<file path="config.mk">
export PLATFORM = sky130hd
export DESIGN_NAME = p4_router_egress_sched
export DESIGN_NICKNAME = d
export VERILOG_FILES = /design/src/rtl/p4_router_egress_sched.sv
export SDC_FILE = /design/constraint.sdc
export NUM_CORES = 1
export LEC_CHECK = 0
export ABC_AREA = 1
export CAP_MARGIN = 20
export CORE_MARGIN = 2
export CORE_UTILIZATION = 58
export DETAILED_ROUTE_END_ITERATION = 10
export PLACE_DENSITY = 0.84
export SLEW_MARGIN = 25
export SYNTH_ARGS = -nofsm -noshare
export SYNTH_HDL_FRONTEND = slang
export SYNTH_SLANG_ARGS = --single-unit
</file>
<file path="constraint.sdc">
create_clock -name clk -period 2.83 [get_ports clk]
set_input_delay 0.566 -clock clk [delete_from_list [all_inputs] [get_ports clk]]
set_output_delay 0.566 -clock clk [all_outputs]
set_load 0.1 [all_outputs]
</file>
<file path="src/rtl/p4_router_egress_sched.sv">
// Packet-granular round-robin egress scheduler with a beat-limit check and a stall watchdog.
// Optional per-port grant/beat statistics are enabled by defining P4_ROUTER_EGR_SCHED_STATS_EN.
module p4_router_egress_sched #(
  parameter int NUM_EGR_PHYS_PORTS   = 4,
  parameter int EGR_BUS_DATA_BYTES   = 64,
  parameter int MTU_BYTES            = 1500,
  parameter int STALL_TIMEOUT_CYCLES = 1024,
  parameter int EGR_COUNTERS_WIDTH   = 32
) (
  input  logic                                  clk,
  input  logic                                  areset,
  input  logic [NUM_EGR_PHYS_PORTS-1:0]         queue_nonempty,
  input  logic [NUM_EGR_PHYS_PORTS-1:0]         egr_buf_ready,
  input  logic [NUM_EGR_PHYS_PORTS-1:0]         egr_phys_ports_enable,
  output logic                                  deq_valid,
  output logic [$clog2(NUM_EGR_PHYS_PORTS)-1:0] deq_port,
  input  logic                                  deq_ready,
  input  logic                                  egr_tvalid,
  input  logic                                  egr_tlast,
  output logic                                  sched_busy,
  output logic [1:0]                            sched_err,
`ifdef P4_ROUTER_EGR_SCHED_STATS_EN
  output logic [EGR_COUNTERS_WIDTH-1:0]         grant_cnts [NUM_EGR_PHYS_PORTS],
  output logic [EGR_COUNTERS_WIDTH-1:0]         beat_cnts  [NUM_EGR_PHYS_PORTS],
  input  logic [NUM_EGR_PHYS_PORTS-1:0]         stats_clear,
`endif
  input  logic                                  sched_err_clear
);

  localparam int PW            = $clog2(NUM_EGR_PHYS_PORTS);
  localparam int MAX_PKT_BEATS = (MTU_BYTES + EGR_BUS_DATA_BYTES - 1) / EGR_BUS_DATA_BYTES;
  localparam int BW            = $clog2(MAX_PKT_BEATS + 1);
  localparam int SW            = $clog2(STALL_TIMEOUT_CYCLES + 1);

  localparam logic [BW-1:0] BEAT_LAST  = BW'(MAX_PKT_BEATS - 1);
  localparam logic [BW-1:0] BEAT_MAX   = BW'(MAX_PKT_BEATS);
  localparam logic [SW-1:0] STALL_LAST = SW'(STALL_TIMEOUT_CYCLES - 1);

  typedef enum logic [1:0] {IDLE, REQ, XFER} state_t;

  state_t                  state;
  logic [PW-1:0]           ptr;
  logic [BW-1:0]           beat_cnt;
  logic [SW-1:0]           stall_cnt;
  logic [NUM_EGR_PHYS_PORTS-1:0] elig;
  logic                    sel_found;
  logic [PW-1:0]           sel_port;

  assign elig = queue_nonempty & egr_buf_ready & egr_phys_ports_enable;

  // Round-robin search starting just after the last granted port.
  always_comb begin
    int idx;
    sel_found = 1'b0;
    sel_port  = '0;
    idx       = 0;
    for (int i = 1; i <= NUM_EGR_PHYS_PORTS; i++) begin
      idx = (int'(ptr) + i) % NUM_EGR_PHYS_PORTS;
      if (!sel_found && elig[PW'(idx)]) begin
        sel_found = 1'b1;
        sel_port  = PW'(idx);
      end
    end
  end

  always_ff @(posedge clk or posedge areset) begin
    if (areset) begin
      state      <= IDLE;
      deq_valid  <= 1'b0;
      deq_port   <= '0;
      sched_busy <= 1'b0;
      sched_err  <= '0;
      ptr        <= PW'(NUM_EGR_PHYS_PORTS - 1);
      beat_cnt   <= '0;
      stall_cnt  <= '0;
    end else begin
      // Error sets below are scheduled later, so a same-cycle set beats the clear.
      if (sched_err_clear) sched_err <= '0;
      case (state)
        IDLE: begin
          if (sel_found) begin
            deq_port   <= sel_port;
            deq_valid  <= 1'b1;
            sched_busy <= 1'b1;
            state      <= REQ;
          end
        end
        REQ: begin
          if (deq_ready) begin
            deq_valid <= 1'b0;
            ptr       <= deq_port;
            beat_cnt  <= '0;
            stall_cnt <= '0;
            state     <= XFER;
          end
        end
        XFER: begin
          if (egr_tvalid) begin
            stall_cnt <= '0;
            if (beat_cnt != BEAT_MAX) beat_cnt <= beat_cnt + 1'b1;
            if (egr_tlast) begin
              state      <= IDLE;
              sched_busy <= 1'b0;
            end else if (beat_cnt == BEAT_LAST) begin
              sched_err[0] <= 1'b1;
              state        <= IDLE;
              sched_busy   <= 1'b0;
            end
          end else if (stall_cnt == STALL_LAST) begin
            sched_err[1] <= 1'b1;
            state        <= IDLE;
            sched_busy   <= 1'b0;
          end else begin
            stall_cnt <= stall_cnt + 1'b1;
          end
        end
        default: begin
          state      <= IDLE;
          deq_valid  <= 1'b0;
          sched_busy <= 1'b0;
        end
      endcase
    end
  end

`ifdef P4_ROUTER_EGR_SCHED_STATS_EN
  logic grant_fire;
  logic beat_fire;

  assign grant_fire = (state == REQ) && deq_valid && deq_ready;
  assign beat_fire  = (state == XFER) && egr_tvalid;

  // deq_port stays frozen through XFER, so it also attributes beats to their port.
  always_ff @(posedge clk or posedge areset) begin
    if (areset) begin
      for (int i = 0; i < NUM_EGR_PHYS_PORTS; i++) begin
        grant_cnts[i] <= '0;
        beat_cnts[i]  <= '0;
      end
    end else begin
      for (int i = 0; i < NUM_EGR_PHYS_PORTS; i++) begin
        if (stats_clear[i]) begin
          grant_cnts[i] <= '0;
          beat_cnts[i]  <= '0;
        end else begin
          if (grant_fire && (deq_port == PW'(i)) && !(&grant_cnts[i]))
            grant_cnts[i] <= grant_cnts[i] + 1'b1;
          if (beat_fire && (deq_port == PW'(i)) && !(&beat_cnts[i]))
            beat_cnts[i] <= beat_cnts[i] + 1'b1;
        end
      end
    end
  end
`endif

endmodule

</file>
==> summary.md <==
| Metric | Value |
|---|---|
| Placed Instances | 275 |
| Post-Synthesis Cells | 222 |
| Die ar. | 3290 µm² |
| FF+latch count, synth | 26 |
| Die Y | 57.4 µm |
| Total negative slack | 0 ns |
| R2R setup slack | 1.09 ns |
| Slew HR | 0.791 |
| Worst Path Buf+Inv | 3 |
| Hold Path Class | register to register |
| WP data arrival | 1.98 ns |
| Drt pass-1 iters | 4 |
| Pwr/cell area | 922 nW/µm² |
| Die Wd | 57.4 µm |
| Port Buffer Count | 23 |
| CP delay by family, top | simple AND/OR/NAND/NOR gates |
| Final setup fails | 0 |
| Vias in the first global route | 1,330 |
| Power Total | 0.00178 W |
| Total track usage | 0.219 |
| Routability cong. | 0.825 |
| CTS tree | done |
| FILL cells | 243 |
| Cell variety after synth | 32 |
| Post-synth EDFFs | 0 |
| Starting density of the core | 0.604 |
| Clk slew on worst S/H paths | 0.13 ns |
| DR iter-0 viols | 42 |
| Initial antenna violation count | 0 |
| # DRC | 0 |
| Register area | 653 µm² |
| Hold Vio Cnt, Final | 0 |
| RSZ-0062 raised after global routing | no |
| Overflow left after global routing | 0 |
| Post-DP Area | 1890 µm² |
| Max-cap viol count | 0 |
| Clock Skew | 0.00386 ns |
| Core Region | 2730 µm² |
| Worst-Margin Slew | 0.313 ns |
| Crit end category | register |
| Syn nets | 243 |
| Worst path slowest cell | clkdlybuf4s50_1 |
| Final period utilization | 0.622 |
| Final worst path period need | 1.76 ns |
| Status | finished, final reports clean |
| CP max stage delay | 0.48 ns |
| Mapped cell area | 1650 µm² |
| Design Area, Final | 1930 µm² |
| Layout cells sized above 1 | 0.169 |
| First-pass GRT wire length | 5720 µm |
| ANT nets after route | 0 |
| Synth area leaders | dfrtp_1 36%, nand2_1 14%, nand3_1 8.8%, inv_1 4.5%, dfstp_2 3.2% |
| Sequential share of the synthesized area | 0.395 |
| Post-Route WL | 3280 µm |
| Peak Freq | 568 MHz |
| # IOs | 24 |
| Yosys warnings | 0 |
| Syn avg cell area | 7.44 µm² |
| Critical Path Fanout Max | 5 |
| Startpoint types | primary input |
| Row count | 19 |
| P_leak | 0.929 nW |
| Critical path required time | 3.05 ns |
| Slew Limit Fails | 0 |
| # clock sinks | 26 |
| Cell taking the most area after synthesis | dfrtp_1 |
| Postcts setup bufs | 0 |
| CTS Hold Bufs | 0 |
| Root Driver | clkbuf_4 |
| Fin nets | 270 |
| Area taken by multi-input logic gates | 858 µm² |
| Largest net degree at the start of global routing | 27 |
| Leading register cell type out of synthesis | dfrtp_1 |
| WL/cell | 11.8 µm |
| Top post-synthesis cells by count | 60 x nand2_1, 29 x nand3_1, 24 x dfrtp_1, 20 x inv_1, 14 x nor2_1 |
| Vias | 1,485 |
| Vias per Instance | 5.32 |
| Post-CTS sizing | 0 |
| Clock insertion delay at the later pin of the skew report | 0.31 ns |
| VDD IR max | 0.00121 V |
| CTS Buf Count | 3 |
| Worst Path Class, Setup | primary input to register |
| Async SR Flop Fraction | 1.00 |
| Number of H-tree levels | 1 |
| Yosys top cell area share | 0.364 |
| Post-detail-place hpwl | 2660 µm |
| Worst path cell trace | clkdlybuf4s50_1 > nand3_1 > nand2_1 > nand3_1 > nand2_2 > inv_2 > nand3_1 > nor2_1 > nor2_2 > inv_2 > nand2_1 > nand2_1 |
| Area Overhead vs Synth | 16.7% |
| CTS max path bufs | 2 |
| Top-count cell post-synth | nand2_1 |
| ANT cells | 0 |
| Final non-filler cell total | 279 |
[per-layer routing]
layer  vias up  GRT usage  part of all wire
met3         4     0.0272             0.038
met1       678      0.330              0.50
met5         -          0                 0
met2        29      0.338              0.46
met4         0     0.0498            0.0082
li1        774          -                 -
[report_power, final]
group	switching [W]	leakage, nW	internal, W
clock	0.000103	0.0210	0.0000786
combinational	0.000729	0.563	0.000303
sequential	0.0000970	0.345	0.000466
total	0.000929	0.929	0.000847
[cell families (layout without fill, tap and decap cells)]
kind of cell	count (synthesis)	count (layout)	share of synthesized area
DFF	26	26	0.395
buffers and inverters	32	58	0.0848
and+or+nand+nor	132	132	0.380
adders and majority gates	3	3	0.0227
xor gates and xnor gates	4	4	0.0212
AOI/OAI and AO/OA	25	25	0.0955
[registers in the layout, indices dropped and copies added, names as in the netlist]
signal      count
ptr             2
state           2
beat_cnt        5
sched_err       2
deq_valid       1
sched_busy      1
deq_port        2
stall_cnt      11
[final timing paths]
| check | from | end | cells past startpoint |
|---|---|---|---|
| setup / recovery | egr_phys_ports_enable[2] | deq_port[0]$_DFFE_PP0P_ | 12 |
| hold / removal | deq_valid$_DFFE_PP0P_ | deq_valid$_DFFE_PP0P_ | 2 |
| setup reg to reg | stall_cnt[0]$_DFFE_PP0P_ | stall_cnt[6]$_DFFE_PP0P_ | 9 |
| hold reg to reg | deq_valid$_DFFE_PP0P_ | deq_valid$_DFFE_PP0P_ | 2 |
| max in group asynchronous | areset | ptr[0]$_DFFE_PP1P_ | 3 |
| min in group asynchronous | areset | stall_cnt[2]$_DFFE_PP0P_ | 3 |
[layout by cell type (no fill, tap or decap)]
cell type	count
inv_2	8
nand2_1	60
ha_1	3
a21oi_2	1
o21a_1	1
inv_1	20
o22ai_1	1
xnor2_1	1
nor2_1	14
o211ai_1	1
clkdlybuf4s50_1	17
o21ai_1	2
nand4_1	6
nand3b_1	1
dfstp_2	2
nand2_2	7
o21ai_4	1
nor2_4	2
clkbuf_4	3
nor2_2	2
nand3_1	29
inv_4	2
or2_2	2
buf_4	7
o21ai_0	10
nor3_1	6
nor2_8	1
clkbuf_8	1
a22o_1	1
nand4_2	1
xor2_1	3
o21ai_2	2
a21oi_1	5
dfrtp_1	24
and3_1	1
[final cells by class]
cell class	count	area share
multi-input cells	164	0.445
flip-flops and latches	26	0.339
repair buffers	24	0.116
inverters	30	0.0610
well taps	31	0.0201
clock buffers	4	0.0188
[per-stage QoR]
stage,hold slack [ns],setup slack (ns),util
floorplan,0.436,1.26,-
global placement,0.462,0.746,0.692
detailed placement,0.464,0.741,0.692
CTS,0.497,1.08,0.705
global route,0.515,0.909,0.705
finish,0.496,1.07,0.705
[worst min-delay path: stages, from the launching register on]
cell     delay [ns]
dfrtp_1        0.37
nand2_1        0.05
nand2_1        0.05
(Power assumes the default switching activity.)
==> RTL edit (same flow settings) <==
Compare `beat_cnt` against `BEAT_LAST` with >= in place of ==.
--- a/src/rtl/p4_router_egress_sched.sv
+++ b/src/rtl/p4_router_egress_sched.sv
@@ -103,3 +103,3 @@
               sched_busy <= 1'b0;
-            end else if (beat_cnt == BEAT_LAST) begin
+            end else if (beat_cnt >= BEAT_LAST) begin
               sched_err[0] <= 1'b1;
Behaviour: same outputs for any inputs over 4 cycles, from zero or initial values and one cycle with areset high; that may be too few to reach the edited logic, so the function may still have changed.
==> RTL edit against the unedited design <==
Clock power fell by 16%; non-clock buffer count did not move; cell count is 1.8% higher; final area rose by 1.4%; sequential share of layout area is 0.48 points lower; worst setup slack lost 0.074 ns; synthesized area rose by 3.4%; combinational power up 8%; count of clock-buffer cells in the layout fell by 1; routed wire length rose by 5.3%; sequential cell count is the same; total power increased by 4.3%.
==> RTL edit: results (changes against the unedited design) <==
| Metric | Value |
|---|---|
| Status | finished, final reports clean |
| Switching Fraction | 53.0% (+0.68 points) |
| Top flop regs | stall_cnt: 11 flops, beat_cnt: 5 flops |
| Critical path arrival | 2.05 ns (+0.07 ns) |
| Max transition margin | 76.6% (-2.5 points) |
| Post-synth top cells | nand2_1, dfrtp_1, nand3_1 |
| Placement-stage cell area | 1930 um^2 (+2.2%) |
| Critical path's top delay family | simple AND/OR/NAND/NOR gates |
| H-tree depth | 1 (unchanged) |
| Via-to-Cell Ratio | 5.48 (+2.9%) |
| CP max FO | 14 (+9) |
| Layout cells sized above 1 | 17.0% (+0.061 points) |
| Largest net degree at the start of global routing | 27 (unchanged) |
| Clock Skew | 0.00288 ns (-0.000982 ns) |
| Sequential area share after synthesis | 38.2% (-1.3 points) |
| Per-cell routed wire length | 12.2 um (+3.5%) |
| Clk slew on worst S/H paths | 0.13 ns (about the same) |
| Clock Latency Late Sink | 0.31 ns (about the same) |
| Final HPWL DP | 2.72 mm (+2.5%) |
| Filler cell count | 239 (-1.6%) |
| Distinct cell type count after synthesis | 31 (-3.1%) |
| Async S/R FF share, synth | 100% (unchanged) |
| Port Buffers | 23 (unchanged) |
| Vias in the first global route | 1478 (+11%) |
| Met1 WL | 1.73 mm (+6.3%) |
| Setup Fix Bufs, Post-CTS | 0 (unchanged) |
| Met2 Wirelength | 1.54 mm (+3.0%) |
| Max Buffers Root-to-Sink | 2 (unchanged) |
| GR Util met1 | 33.3% (+0.34 points) |
| Global routing usage on met3 | 3.35% (+0.63 points) |
| Max Used Layer | met4 |
| Met3 Routed Length | 123 um (-0.81%) |
| Peak VDD IR | 848 uV (-30%) |
| Placer Congestion | 0.872 (+5.7%) |
| Routed vias | 1555 (+4.7%) |
| Leakage power | 0.932 nW (+0.42%) |
| DRT Pass-1 Iters | 4 (unchanged) |
| Cts bufs inserted | 3 (unchanged) |
| Synth area leaders | dfrtp_1, nand2_1, nand3_1, inv_1, nand4_1 |
| Clock root cell | clkbuf_4 |
| Initial DRC count | 82 (+95%) |
| Yosys warnings | 0 (unchanged) |
| Post-Syn Nets | 251 (+3.3%) |
| Post-Syn Instances | 230 (+3.6%) |
| Place WS | 0.731 ns (-0.00935 ns) |
| CP max stage delay | 0.45 ns (-0.03 ns) |
| Net count, final | 276 (+2.2%) |
| Slowest-stage cell, CP | dfrtp_1 |
| CTS resizes | 0 (unchanged) |
| GRT Total Usage | 23.3% (+1.4 points) |
| GRT met2 Usage | 36.4% (+2.7 points) |
| First-pass GRT wire length | 6.21 mm (+8.6%) |
| Min-delay worst type | flop to flop |
| N_diodes | 0 (unchanged) |
| Initial antenna violation count | 0 (unchanged) |
==> RTL edit: cell types whose count changed in the layout (fill, tap and decap cells not counted), sizes merged, moves of 2 or more <==
cell   delta
xor2      -2
o21ai     -4
a22oi     +3
nand3     -4
nor2      +5
inv       -3
nand4     +5
nor3      -2
a21oi     +6
nand2     +3
==> RTL edit: cell type report <==
cell class              instances  area, um^2  area share (%)
flip-flops and latches         26         653            33.4
inverters                      27         101            5.19
repair buffers                 24         223            11.4
well taps                      31        38.8            1.98
multi-input cells             173         916            46.9
clock buffers                   3        22.5            1.15
==> RTL edit: power by group through the flow <==
stage	sequential (mW)	combinational [mW]	clock, mW
finish	0.591	1.11	0.153
global route	0.609	1.24	0.165
CTS	0.589	1.11	0.155
detailed placement	0.597	1.11	0
global placement	0.593	1.09	0
floorplan	0.761	0.757	0
==> RTL edit: logic make-up after synthesis <==
kind of cell | Yosys count | synth area share (%)
AO/OA/AOI/OAI | 30 | 11.2
XOR/XNOR | 1 | 0.513
adder cells (fa/ha/maj) | 3 | 2.20
buffers and inverters | 31 | 8.13
flip-flops | 26 | 38.2
AND/OR/NAND/NOR | 139 | 39.7
==> RTL edit: worst paths after layout <==
check                      cells past startpoint                      from                         to  slack (ns)
max in group asynchronous                      3                    areset         ptr[1]$_DFFE_PP1P_        1.95
hold / removal                                 2     deq_valid$_DFFE_PP0P_      deq_valid$_DFFE_PP0P_        0.51
setup reg to reg                              10  stall_cnt[0]$_DFFE_PP0P_   stall_cnt[5]$_DFFE_PP0P_         1.0
min in group asynchronous                      3                    areset  stall_cnt[10]$_DFFE_PP0P_        0.59
setup / recovery                              10  stall_cnt[0]$_DFFE_PP0P_   stall_cnt[5]$_DFFE_PP0P_         1.0
hold reg to reg                                2     deq_valid$_DFFE_PP0P_      deq_valid$_DFFE_PP0P_        0.51
